--- src/rtl/hqm_mem_pg_pkg.sv ---
`default_nettype none
// ============================================================================
//  Module      : hqm_mem_pg_pkg
//  Description : Shared types and constants for the power-gated RF wrapper.
//                The power sequencer state encoding and helpers that map
//                each state to its power-chain and isolation controls.
//  Revision    : 1.0  initial release
// ============================================================================
package hqm_mem_pg_pkg;

    // Width of the saturating dropped-access counter
    localparam int DROP_CNT_W = 8;

    // Power sequencer states
    typedef enum logic [2:0] {
        OFF   = 3'd0,
        PWRUP = 3'd1,
        WAKE  = 3'd2,
        ON    = 3'd3,
        DRAIN = 3'd4,
        ISOL  = 3'd5,
        PWRDN = 3'd6
    } pg_state_t;

    // Output isolation stays released only while the array can drive data
    function automatic logic pg_isol(input pg_state_t s);
        return !((s == ON) || (s == DRAIN));
    endfunction

    // Power chain enable (active low) is off only at rest and during ramp-down
    function automatic logic pg_en_b(input pg_state_t s);
        return (s == OFF) || (s == PWRDN);
    endfunction

endpackage : hqm_mem_pg_pkg
`default_nettype wire

--- src/rtl/hqm_mem_pg_fsm.sv ---
`default_nettype none
// ============================================================================
//  Module      : hqm_mem_pg_fsm
//  Description : Array power sequencer. Walks the power chain up, waits the
//                wake delay, releases isolation, and on request drains,
//                isolates and powers the array back down. All outputs are
//                registered and derived from the next state.
//  Revision    : 1.0  initial release
// ============================================================================
module hqm_mem_pg_fsm
    import hqm_mem_pg_pkg::*;
#(
    parameter int WAKE_CYCLES = 8
) (
    input  logic clk,
    input  logic rst,
    input  logic pwr_req,
    input  logic pwr_enable_b_in,
    output logic pwr_ack,
    output logic isol,
    output logic en_b,
    output logic clr_valid
);

    // Terminal wake count, the cycle before the array becomes usable
    localparam logic [7:0] c_wake_last = 8'(WAKE_CYCLES - 1);

    pg_state_t  r_state;
    pg_state_t  w_state_nxt;
    logic [7:0] r_wake_cnt;

    // Next-state selection; a dropped request aborts the ramp-up, while
    // the ramp-down always completes before honouring a new request
    always_comb begin
        w_state_nxt = r_state;
        case (r_state)
            OFF:     if (pwr_req) w_state_nxt = PWRUP;
            PWRUP:   if (!pwr_req)                       w_state_nxt = ISOL;
                     else if (!pwr_enable_b_in)          w_state_nxt = WAKE;
            WAKE:    if (!pwr_req)                       w_state_nxt = ISOL;
                     else if (r_wake_cnt == c_wake_last) w_state_nxt = ON;
            ON:      if (!pwr_req) w_state_nxt = DRAIN;
            DRAIN:   w_state_nxt = ISOL;
            ISOL:    w_state_nxt = PWRDN;
            PWRDN:   if (pwr_enable_b_in) w_state_nxt = OFF;
            default: w_state_nxt = OFF;
        endcase
    end

    // State, wake counter and registered controls
    always_ff @(posedge clk) begin
        if (rst) begin
            r_state    <= OFF;
            r_wake_cnt <= 8'd0;
            pwr_ack    <= 1'b0;
            isol       <= 1'b1;
            en_b       <= 1'b1;
            clr_valid  <= 1'b0;
        end else begin
            r_state    <= w_state_nxt;
            r_wake_cnt <= ((r_state == WAKE) && (w_state_nxt == WAKE)) ? r_wake_cnt + 8'd1 : 8'd0;
            pwr_ack    <= (w_state_nxt == ON);
            isol       <= pg_isol(w_state_nxt);
            en_b       <= pg_en_b(w_state_nxt);
            clr_valid  <= (r_state == PWRDN) && (w_state_nxt == OFF);
        end
    end

endmodule : hqm_mem_pg_fsm
`default_nettype wire

--- src/rtl/hqm_system_mem_rf_pg_seq.sv ---
`default_nettype none
// ============================================================================
//  Module      : hqm_system_mem_rf_pg_seq
//  Description : Single-clock power-gated register file with built-in power
//                sequencer, per-entry parity with error injection, optional
//                write-first bypass and a saturating count of accesses that
//                arrive while the array is unusable.
//  Revision    : 1.0  initial release
// ============================================================================
module hqm_system_mem_rf_pg_seq
    import hqm_mem_pg_pkg::*;
#(
    parameter  int DEPTH       = 4,
    parameter  int DWIDTH      = 17,
    parameter  int WAKE_CYCLES = 8,
    parameter  int PAR_EN      = 1,
    parameter  int BYPASS_EN   = 1,
    localparam int AWIDTH      = $clog2(DEPTH)
) (
    input  logic                  clk,
    input  logic                  rst,
    input  logic                  we,
    input  logic [AWIDTH-1:0]     waddr,
    input  logic [DWIDTH-1:0]     wdata,
    input  logic                  par_inj,
    input  logic                  re,
    input  logic [AWIDTH-1:0]     raddr,
    output logic [DWIDTH-1:0]     rdata,
    output logic                  rvalid,
    output logic                  rpar_err,
    input  logic                  pwr_req,
    output logic                  pwr_ack,
    output logic                  pgcb_isol_en,
    output logic                  pwr_enable_b_out,
    input  logic                  pwr_enable_b_in,
    output logic [DROP_CNT_W-1:0] drop_cnt
);

    localparam logic [AWIDTH:0] c_depth     = (AWIDTH+1)'(DEPTH);
    localparam bit              c_par_en    = (PAR_EN != 0);
    localparam bit              c_bypass_en = (BYPASS_EN != 0);

    logic                  w_clr_valid;
    logic [DWIDTH:0]       r_mem [DEPTH];
    logic [DEPTH-1:0]      r_valid;

    logic                  w_waddr_ok;
    logic                  w_raddr_ok;
    logic                  w_wr;
    logic                  w_rd;
    logic                  w_wpar;
    logic [DWIDTH:0]       w_mem_rd;
    logic                  w_bypass_hit;
    logic [DWIDTH-1:0]     w_rd_data;
    logic                  w_rd_err;
    logic [1:0]            w_drop_inc;
    logic [DROP_CNT_W:0]   w_drop_sum;

    hqm_mem_pg_fsm #(
        .WAKE_CYCLES (WAKE_CYCLES)
    ) u_fsm (
        .clk             (clk),
        .rst             (rst),
        .pwr_req         (pwr_req),
        .pwr_enable_b_in (pwr_enable_b_in),
        .pwr_ack         (pwr_ack),
        .isol            (pgcb_isol_en),
        .en_b            (pwr_enable_b_out),
        .clr_valid       (w_clr_valid)
    );

    // Accesses are accepted only while powered and aimed at a real entry
    assign w_waddr_ok = ({1'b0, waddr} < c_depth);
    assign w_raddr_ok = ({1'b0, raddr} < c_depth);
    assign w_wr       = we & pwr_ack & w_waddr_ok;
    assign w_rd       = re & pwr_ack & w_raddr_ok;

    // Stored parity makes the whole entry even; injection flips it
    if (c_par_en) begin : g_par
        assign w_wpar = (^wdata) ^ par_inj;
    end else begin : g_nopar
        assign w_wpar = 1'b0;
    end

    assign w_mem_rd     = r_mem[raddr];
    assign w_bypass_hit = c_bypass_en && w_wr && (waddr == raddr);

    // Read result: bypassed write data, stored entry, or zero if never written
    always_comb begin
        w_rd_data = '0;
        w_rd_err  = 1'b0;
        if (w_bypass_hit) begin
            w_rd_data = wdata;
            w_rd_err  = par_inj & c_par_en;
        end else if (r_valid[raddr]) begin
            w_rd_data = w_mem_rd[DWIDTH-1:0];
            w_rd_err  = c_par_en & (^w_mem_rd);
        end
    end

    // Array storage, parity kept in the spare top bit
    always_ff @(posedge clk) begin
        if (w_wr) begin
            r_mem[waddr] <= {w_wpar, wdata};
        end
    end

    // Valid bitmap, forgotten whenever the array loses power
    always_ff @(posedge clk) begin
        if (rst || w_clr_valid) begin
            r_valid <= '0;
        end else if (w_wr) begin
            r_valid[waddr] <= 1'b1;
        end
    end

    // One-cycle read pipe; data holds between reads, error is qualified
    always_ff @(posedge clk) begin
        if (rst) begin
            rdata    <= '0;
            rvalid   <= 1'b0;
            rpar_err <= 1'b0;
        end else begin
            rvalid   <= w_rd;
            rpar_err <= w_rd & w_rd_err;
            if (w_rd) begin
                rdata <= w_rd_data;
            end
        end
    end

    assign w_drop_inc = {1'b0, we & ~w_wr} + {1'b0, re & ~w_rd};
    assign w_drop_sum = {1'b0, drop_cnt} + (DROP_CNT_W+1)'(w_drop_inc);

    // Saturating count of rejected accesses
    always_ff @(posedge clk) begin
        if (rst) begin
            drop_cnt <= '0;
        end else begin
            drop_cnt <= w_drop_sum[DROP_CNT_W] ? '1 : w_drop_sum[DROP_CNT_W-1:0];
        end
    end

endmodule : hqm_system_mem_rf_pg_seq
`default_nettype wire

--- config.mk ---
export PLATFORM = sky130hd
export DESIGN_NAME = hqm_system_mem_rf_pg_seq
export DESIGN_NICKNAME = d
export VERILOG_FILES = /design/src/rtl/hqm_mem_pg_pkg.sv /design/src/rtl/hqm_mem_pg_fsm.sv /design/src/rtl/hqm_system_mem_rf_pg_seq.sv
export SDC_FILE = /design/constraint.sdc
export NUM_CORES = 1
export LEC_CHECK = 0
export ABC_CLOCK_PERIOD_IN_PS = 2400
export CORE_ASPECT_RATIO = 0.6
export CORE_MARGIN = 1.5
export CORE_UTILIZATION = 50
export CTS_BUF_LIST = sky130_fd_sc_hd__clkbuf_8
export CTS_CLUSTER_DIAMETER = 50
export DETAILED_ROUTE_END_ITERATION = 7
export GPL_TIMING_DRIVEN = 0
export PLACE_DENSITY = 0.86
export SLEW_MARGIN = 40
export SYNTH_ARGS = -nofsm -noshare
export SYNTH_HDL_FRONTEND = slang
export SYNTH_SLANG_ARGS = --single-unit
--- constraint.sdc ---
create_clock -name clk -period 2.4 [get_ports clk]
set_input_delay 0.48 -clock clk [delete_from_list [all_inputs] [get_ports clk]]
set_output_delay 0.48 -clock clk [all_outputs]
set_load 0.01 [all_outputs]
-- Word level (Yosys, flattened, before mapping)
Memory sizes are Yosys's and may differ from the RTL's.
Index checks and enable logic that the tools add are counted.
Widths: inputs -> output; s select.
- word-level logic and storage cells: 72
- output and inout bits: 30
- RAM bits: 72
- memories kept: 1
- bits in registers: 46
- memory list (name ; depth ; width ; rd ports ; clocked after memory_dff ; wr ports ; line ; text):
    r_mem ; 4 ; 18 ; 1 ; 0 ; 1 ; hqm_system_mem_rf_pg_seq.sv:44 ; logic [DWIDTH:0] r_mem [DEPTH];
- $add $sub $neg: 3
- magnitude comparators: 3
- bitwise gates (word level): 10
- equal/unequal tests: 12
- reduce and logical (&&, ||, !) cells: 13
- muxes and demuxes: 19
- operators with widths (kind ; number):
    $mux 17 ; 2
    $mux 3 ; 7
    $pmux 3 s7 ; 1
    $reduce_xor 18->1 ; 1
    $reduce_xor 17->1 ; 1
    $eq 3x3->1 const B ; 5
    $eq 3x2->1 const B ; 4
    $add 8x2->9 ; 1
    $add 8x1->8 const B ; 1
    $eq 8x3->1 const B ; 1
    $mux 8 ; 1
    $logic_not 3->1 ; 2
    $lt 2x3->1 const B ; 2
    $mux 1 ; 6
    $and 1x1->1 ; 5
    $logic_and 1x1->1 ; 4
    $or 4x4->4 ; 1
    $eq 3x1->1 const B ; 1
    $logic_or 1x1->1 ; 3
    $not 1->1 ; 3
    $add 1x1->2 ; 1
    $bmux 1 s2 ; 1
    $demux 1 s2 ; 1
    $eq 2x2->1 ; 1
    4 further kinds ; 4

-- Depth between registers and ports, before layout
- depth after elaboration: 8
- gate-level depth with buffers: 9

-- Modules after synthesis
From an unflattened synthesis, not the netlist that was laid out.
- cells, all modules: 346
- area, all modules: 4958.5 µm²
- by module, submodules not included (module ; area each (µm²) ; cells each ; times used):
    hqm_system_mem_rf_pg_seq ; 4271.6 ; 272 ; 1
    hqm_mem_pg_fsm ; 686.9 ; 74 ; 1

-- Least setup slack after synthesis
Ideal clock, no wire load.
- kind: input -> register
- start point: input port we
- end point: memory r_mem[0][0] in the netlist's numbering, enable pin
- slack: 99 ps
- stages on the path: 2
- data required time: 1982 ps
- arrival time: 1883 ps
- cell sequence: nand2_1 > nor3_1
- cells in the longest elaborated chain, start to end: 3
- ends and longest elaborated chain (element ; line ; text):
    start, declared ; hqm_system_mem_rf_pg_seq.sv:22 ; input logic we,
    $and 1x1->1 ; hqm_system_mem_rf_pg_seq.sv:75 ; assign w_wr = we & pwr_ack & w_waddr_ok;
    $mux 1 ; hqm_system_mem_rf_pg_seq.sv:103 ; if (w_wr) begin
    $mux 1 (not written as such) ; hqm_system_mem_rf_pg_seq.sv:104 ; r_mem[waddr] <= {w_wpar, wdata};
    end, declared ; hqm_system_mem_rf_pg_seq.sv:44 ;
No other way between the ends.

-- Worst setup path in the final report
- start point: input port raddr[0]
- end point: register rpar_err
- cells in the longest elaborated chain, start to end: 5
- elaborated cells between the ends (all ways): 9
- those cells by class: eq/ne (1); mux (4); bitwise (1); reduce/logical (2); memory (1)
- ends and longest elaborated chain (element ; line ; text):
    start, declared ; hqm_system_mem_rf_pg_seq.sv:27 ; input logic [AWIDTH-1:0] raddr,
    $mem_v2 4x18 or $bmux 1 s2 (tied branches) ; -- ;
    $reduce_xor 18->1 or $mux 1 (tied branches) ; hqm_system_mem_rf_pg_seq.sv:97, hqm_system_mem_rf_pg_seq.sv:95 ;
    $mux 1 ; hqm_system_mem_rf_pg_seq.sv:95 ; end else if (r_valid[raddr]) begin
    $mux 1 * ; hqm_system_mem_rf_pg_seq.sv:92 ; if (w_bypass_hit) begin
    $and 1x1->1 * ; hqm_system_mem_rf_pg_seq.sv:125 ; rpar_err <= w_rd & w_rd_err;
    end signal, assigned ; hqm_system_mem_rf_pg_seq.sv:125 ;
    end, declared ; hqm_system_mem_rf_pg_seq.sv:30 ; output logic rpar_err,
Every way passes the cells marked *; elsewhere a longest branch is shown, timed or not. The select of a mux whose other input is x is not followed.
A chain may end at the register's enable or synchronous reset.

==> out/results.tsv <==
stage	metric	value	unit
clocking	CTS tree	done	
cells_and_area	fraction of layout cells with a size suffix above 1	0.183	
sta	min Tclk post-route	2.20	ns
clocking	clk sinks	118	
yosys	Cell Area, Synth	4920	µm²
clocking	CTS max path bufs	2	
global_route	global-route wire length before repair	17.3	mm
drt	met2 wire len	5.26	mm
worst_setup_path	CP required	2.71	ns
sta	Slew headroom	0.600	
worst_setup_path	R2R Path End	rpar_err	
floorplanning	top-level I/O count	58	
floorplanning	Starting Density	0.525	
place	Port Buffers	56	
clocking	clock transition at the registers of the reported paths	0.07	ns
place	RD Place Congestion	0.829	
sta	Least-Margin Pin Slew	0.596	ns
sta	hold slack final	0.473	ns
worst_setup_path	critical path class	in2reg	
sta	Achievable Freq	0.454	GHz
cells_and_area	Util after Layout	0.668	
drt	Routed Wire Length	11.4	mm
worst_setup_path	worst reg-to-reg setup slack	0.28	ns
global_route	largest net degree at the start of global routing	17	
clocking	Root Driver	clkbuf_8	
run	max_cap viols	0	
floorplanning	Die W	131	µm
yosys	Cells after Synth	349	
sta	Slew Viols, Final	0	
global_route	GRT Residual Overflow	0	
clocking	CTS buffer count	17	
floorplanning	row cnt	27	
sta	Final Cycle Share	0.918	
min_path	hold depth	2	
clocking	Hold Buf Count CTS	0	
drt	remaining antenna violation count	0	
min_path	WHS Endpoint	u_fsm.pwr_ack	
cells_and_area	fin nets	477	
global_route	Total GRT Usage	0.233	
drt	vias per cell	5.63	
yosys	Seq cells post-synth	118	
yosys	ranking of synthesized cells by area	edfxtp_1 (44%), dfxtp_1 (19%), xnor2_1 (5.3%)	
floorplanning	die area	10500	µm²
cells_and_area	post-route insts no fill	588	
drt	met3 WL post-DR	898	µm
sta	Worst Skew	0.00990	ns
floorplanning	core area	9360	µm²
global_route	initial antenna violation count	0	
worst_setup_path	Reg-to-Reg Start	r_mem[1][4]	
place	HPWL after DPL	7.76	mm
cells_and_area	leading cell type in the layout, fill and taps excluded	edfxtp_1	
drt	drt pass-1 iters	6	
yosys	register area share after synthesis	0.627	
power_and_ir_drop	Peak VDD IR	0.510	mV
yosys	post-synth top area share	0.440	
sta	setup violators final	0	
drt	WL met1	5.04	mm
power_and_ir_drop	Tot Pwr	4.38	mW
worst_setup_path	R2R depth	6	
floorplanning	Die H	79.8	µm
place	dpl cells	542	
yosys	Yosys cell types	40	
power_and_ir_drop	Power Dens Cells	702	nW/µm²
drt	drt drc	0	
cells_and_area	commonest non-fill, non-tap cells in the layout	edfxtp_1 (72), clkdlybuf4s50_1 (54), dfxtp_1 (46), nor2_1 (33), xnor2_1 (28)	
yosys	synthesized net count	380	
sta	unrepaired setup endpoints after global routing	false	
min_path	Worst Hold Class	in2reg	
yosys	top_reg_cell synth	edfxtp_1	
drt	Via Count	3313	
min_path	Hold Crit Start	rst	
run_status	status	complete, no violations	
yosys	number of synthesized flops with an enable pin	72	
cells_and_area	# diodes	0	
worst_setup_path	type of origin of the critical path	input pin	
clocking	worst skew pair latency	0.43	ns
yosys	Synth Area per Inst	14.1	µm²
yosys	asr flop ratio synth	0	
drt	number of DRC markers in iteration 0	295	
worst_setup_path	critical-path maximum fanout	7	
cells_and_area	Layout Area Growth over Synthesis	27.0	%
yosys	largest area contributor in the netlist	edfxtp_1	
worst_setup_path	critical path endpoint category	flip-flop	
drt	Routed WL per cell	19.3	µm
drt	DR top layer	met4	
worst_setup_path	critical path arrival	2.52	ns
sta	final hold vios	0	
power_and_ir_drop	LEAKAGE	2.12	nW
clocking	CTS HTree Levels	4	
yosys	Synth warnings	0	
global_route	vias in the first global route	3211	
[critical path, cell delays in order]
cell and delay [ns]:
clkbuf_2 0.13, buf_8 0.13, buf_4 0.15, mux4_2 0.55, xnor2_2 0.16, xnor2_1 0.20
xnor3_1 0.48, xnor2_1 0.17, o21ai_1 0.07
[per-layer routing]
layer | up-vias | GRT usage
met4 | 0 | 0.0923
met1 | 1629 | 0.322
met2 | 143 | 0.350
met3 | 20 | 0.0643
met5 | - | 0
li1 | 1521 | -
[synth_stat cells, types with 2 or more instances]
| cell type | instances |
|---|---|
| o21a_1 | 4 |
| nor2b_1 | 4 |
| and3_1 | 3 |
| nand3_1 | 7 |
| a21oi_1 | 10 |
| inv_1 | 8 |
| mux4_2 | 11 |
| a211oi_1 | 19 |
| or2_2 | 2 |
| xor2_1 | 12 |
| clkbuf_1 | 11 |
| dfxtp_1 | 46 |
| or4_1 | 2 |
| xnor2_1 | 30 |
| a22oi_1 | 18 |
| edfxtp_1 | 72 |
| o21ai_0 | 5 |
| mux4_1 | 8 |
| nand4_1 | 2 |
| nand2b_1 | 3 |
| ha_1 | 2 |
| nor3_1 | 8 |
| nor2_1 | 35 |
| buf_2 | 4 |
| nand2_1 | 7 |
| and4_1 | 2 |
[sequential cells by signal (all words and copies together) (netlist names)]
signal            flops
u_fsm.clr_valid       1
rvalid                1
r_mem                72
u_fsm.pwr_ack         1
r_valid               4
u_fsm.en_b            1
u_fsm.r_state         3
u_fsm.r_wake_cnt      8
rdata                17
rpar_err              1
drop_cnt              8
u_fsm.isol            1
[final cells by class]
type | count | area [µm²]
Inverter | 8 | 30.0
Clock buffer | 23 | 317
Buffer | 17 | 115
Sequential cell | 118 | 3080
Multi-Input combinational cell | 206 | 1770
Clock inverter | 8 | 35.0
Tap cell | 130 | 163
Timing Repair Buffer | 78 | 738
Fill cell | 663 | 3110
[how the worst max path moves through the flow]
stage / startpoint / cells past startpoint / to
after floorplan: we / 2 / r_mem[0][0]
after global placement: we / 3 / r_mem[0][11]
after detailed placement: raddr[0] / 10 / rdata[11]
after CTS: raddr[1] / 9 / rpar_err
after global routing: raddr[0] / 9 / rpar_err
final: raddr[0] / 9 / rpar_err
[per-stage QoR]
stage                     worst slack [ns]  TNS (ns)  instance area, µm²
after floorplan                     0.0992         0                4920
after global routing                0.0993         0                6250
after global placement               -1.42    -82.00                5640
after CTS                           0.0583         0                6190
after detailed placement            -0.751    -12.79                5730
final                                0.198         0                6250
[kinds of logic (layout without fill, tap and decap cells)]
group                      count (synthesis)  after routing  share of synthesized area
xor gates and xnor gates                  44             44                     0.0827
adders and majority gates                  3              3                    0.00916
muxes                                     19             19                     0.0931
and+or+nand+nor                           80             80                     0.0799
buffers and inverters                     25            134                     0.0249
DFF                                      118            118                      0.627
AOI/OAI and AO/OA                         60             60                     0.0832
[report_power, final]
| part | internal, mW | leakage, nW | switching [mW] | total (mW) |
|---|---|---|---|---|
| clock | 0.851 | 0.202 | 0.735 | 1.59 |
| combinational | 0.282 | 0.900 | 0.280 | 0.563 |
| sequential | 2.21 | 1.02 | 0.0273 | 2.24 |
| total | 3.34 | 2.12 | 1.04 | 4.38 |
[timing repair]
item / CTS / global route
pin swaps: 2 / 4
resized for setup: 16 / 5
setup endpoints to repair: 14 / 7
buffers inserted: 8 / 7
cloned: 0 / 0
(Power assumes the default switching activity.)
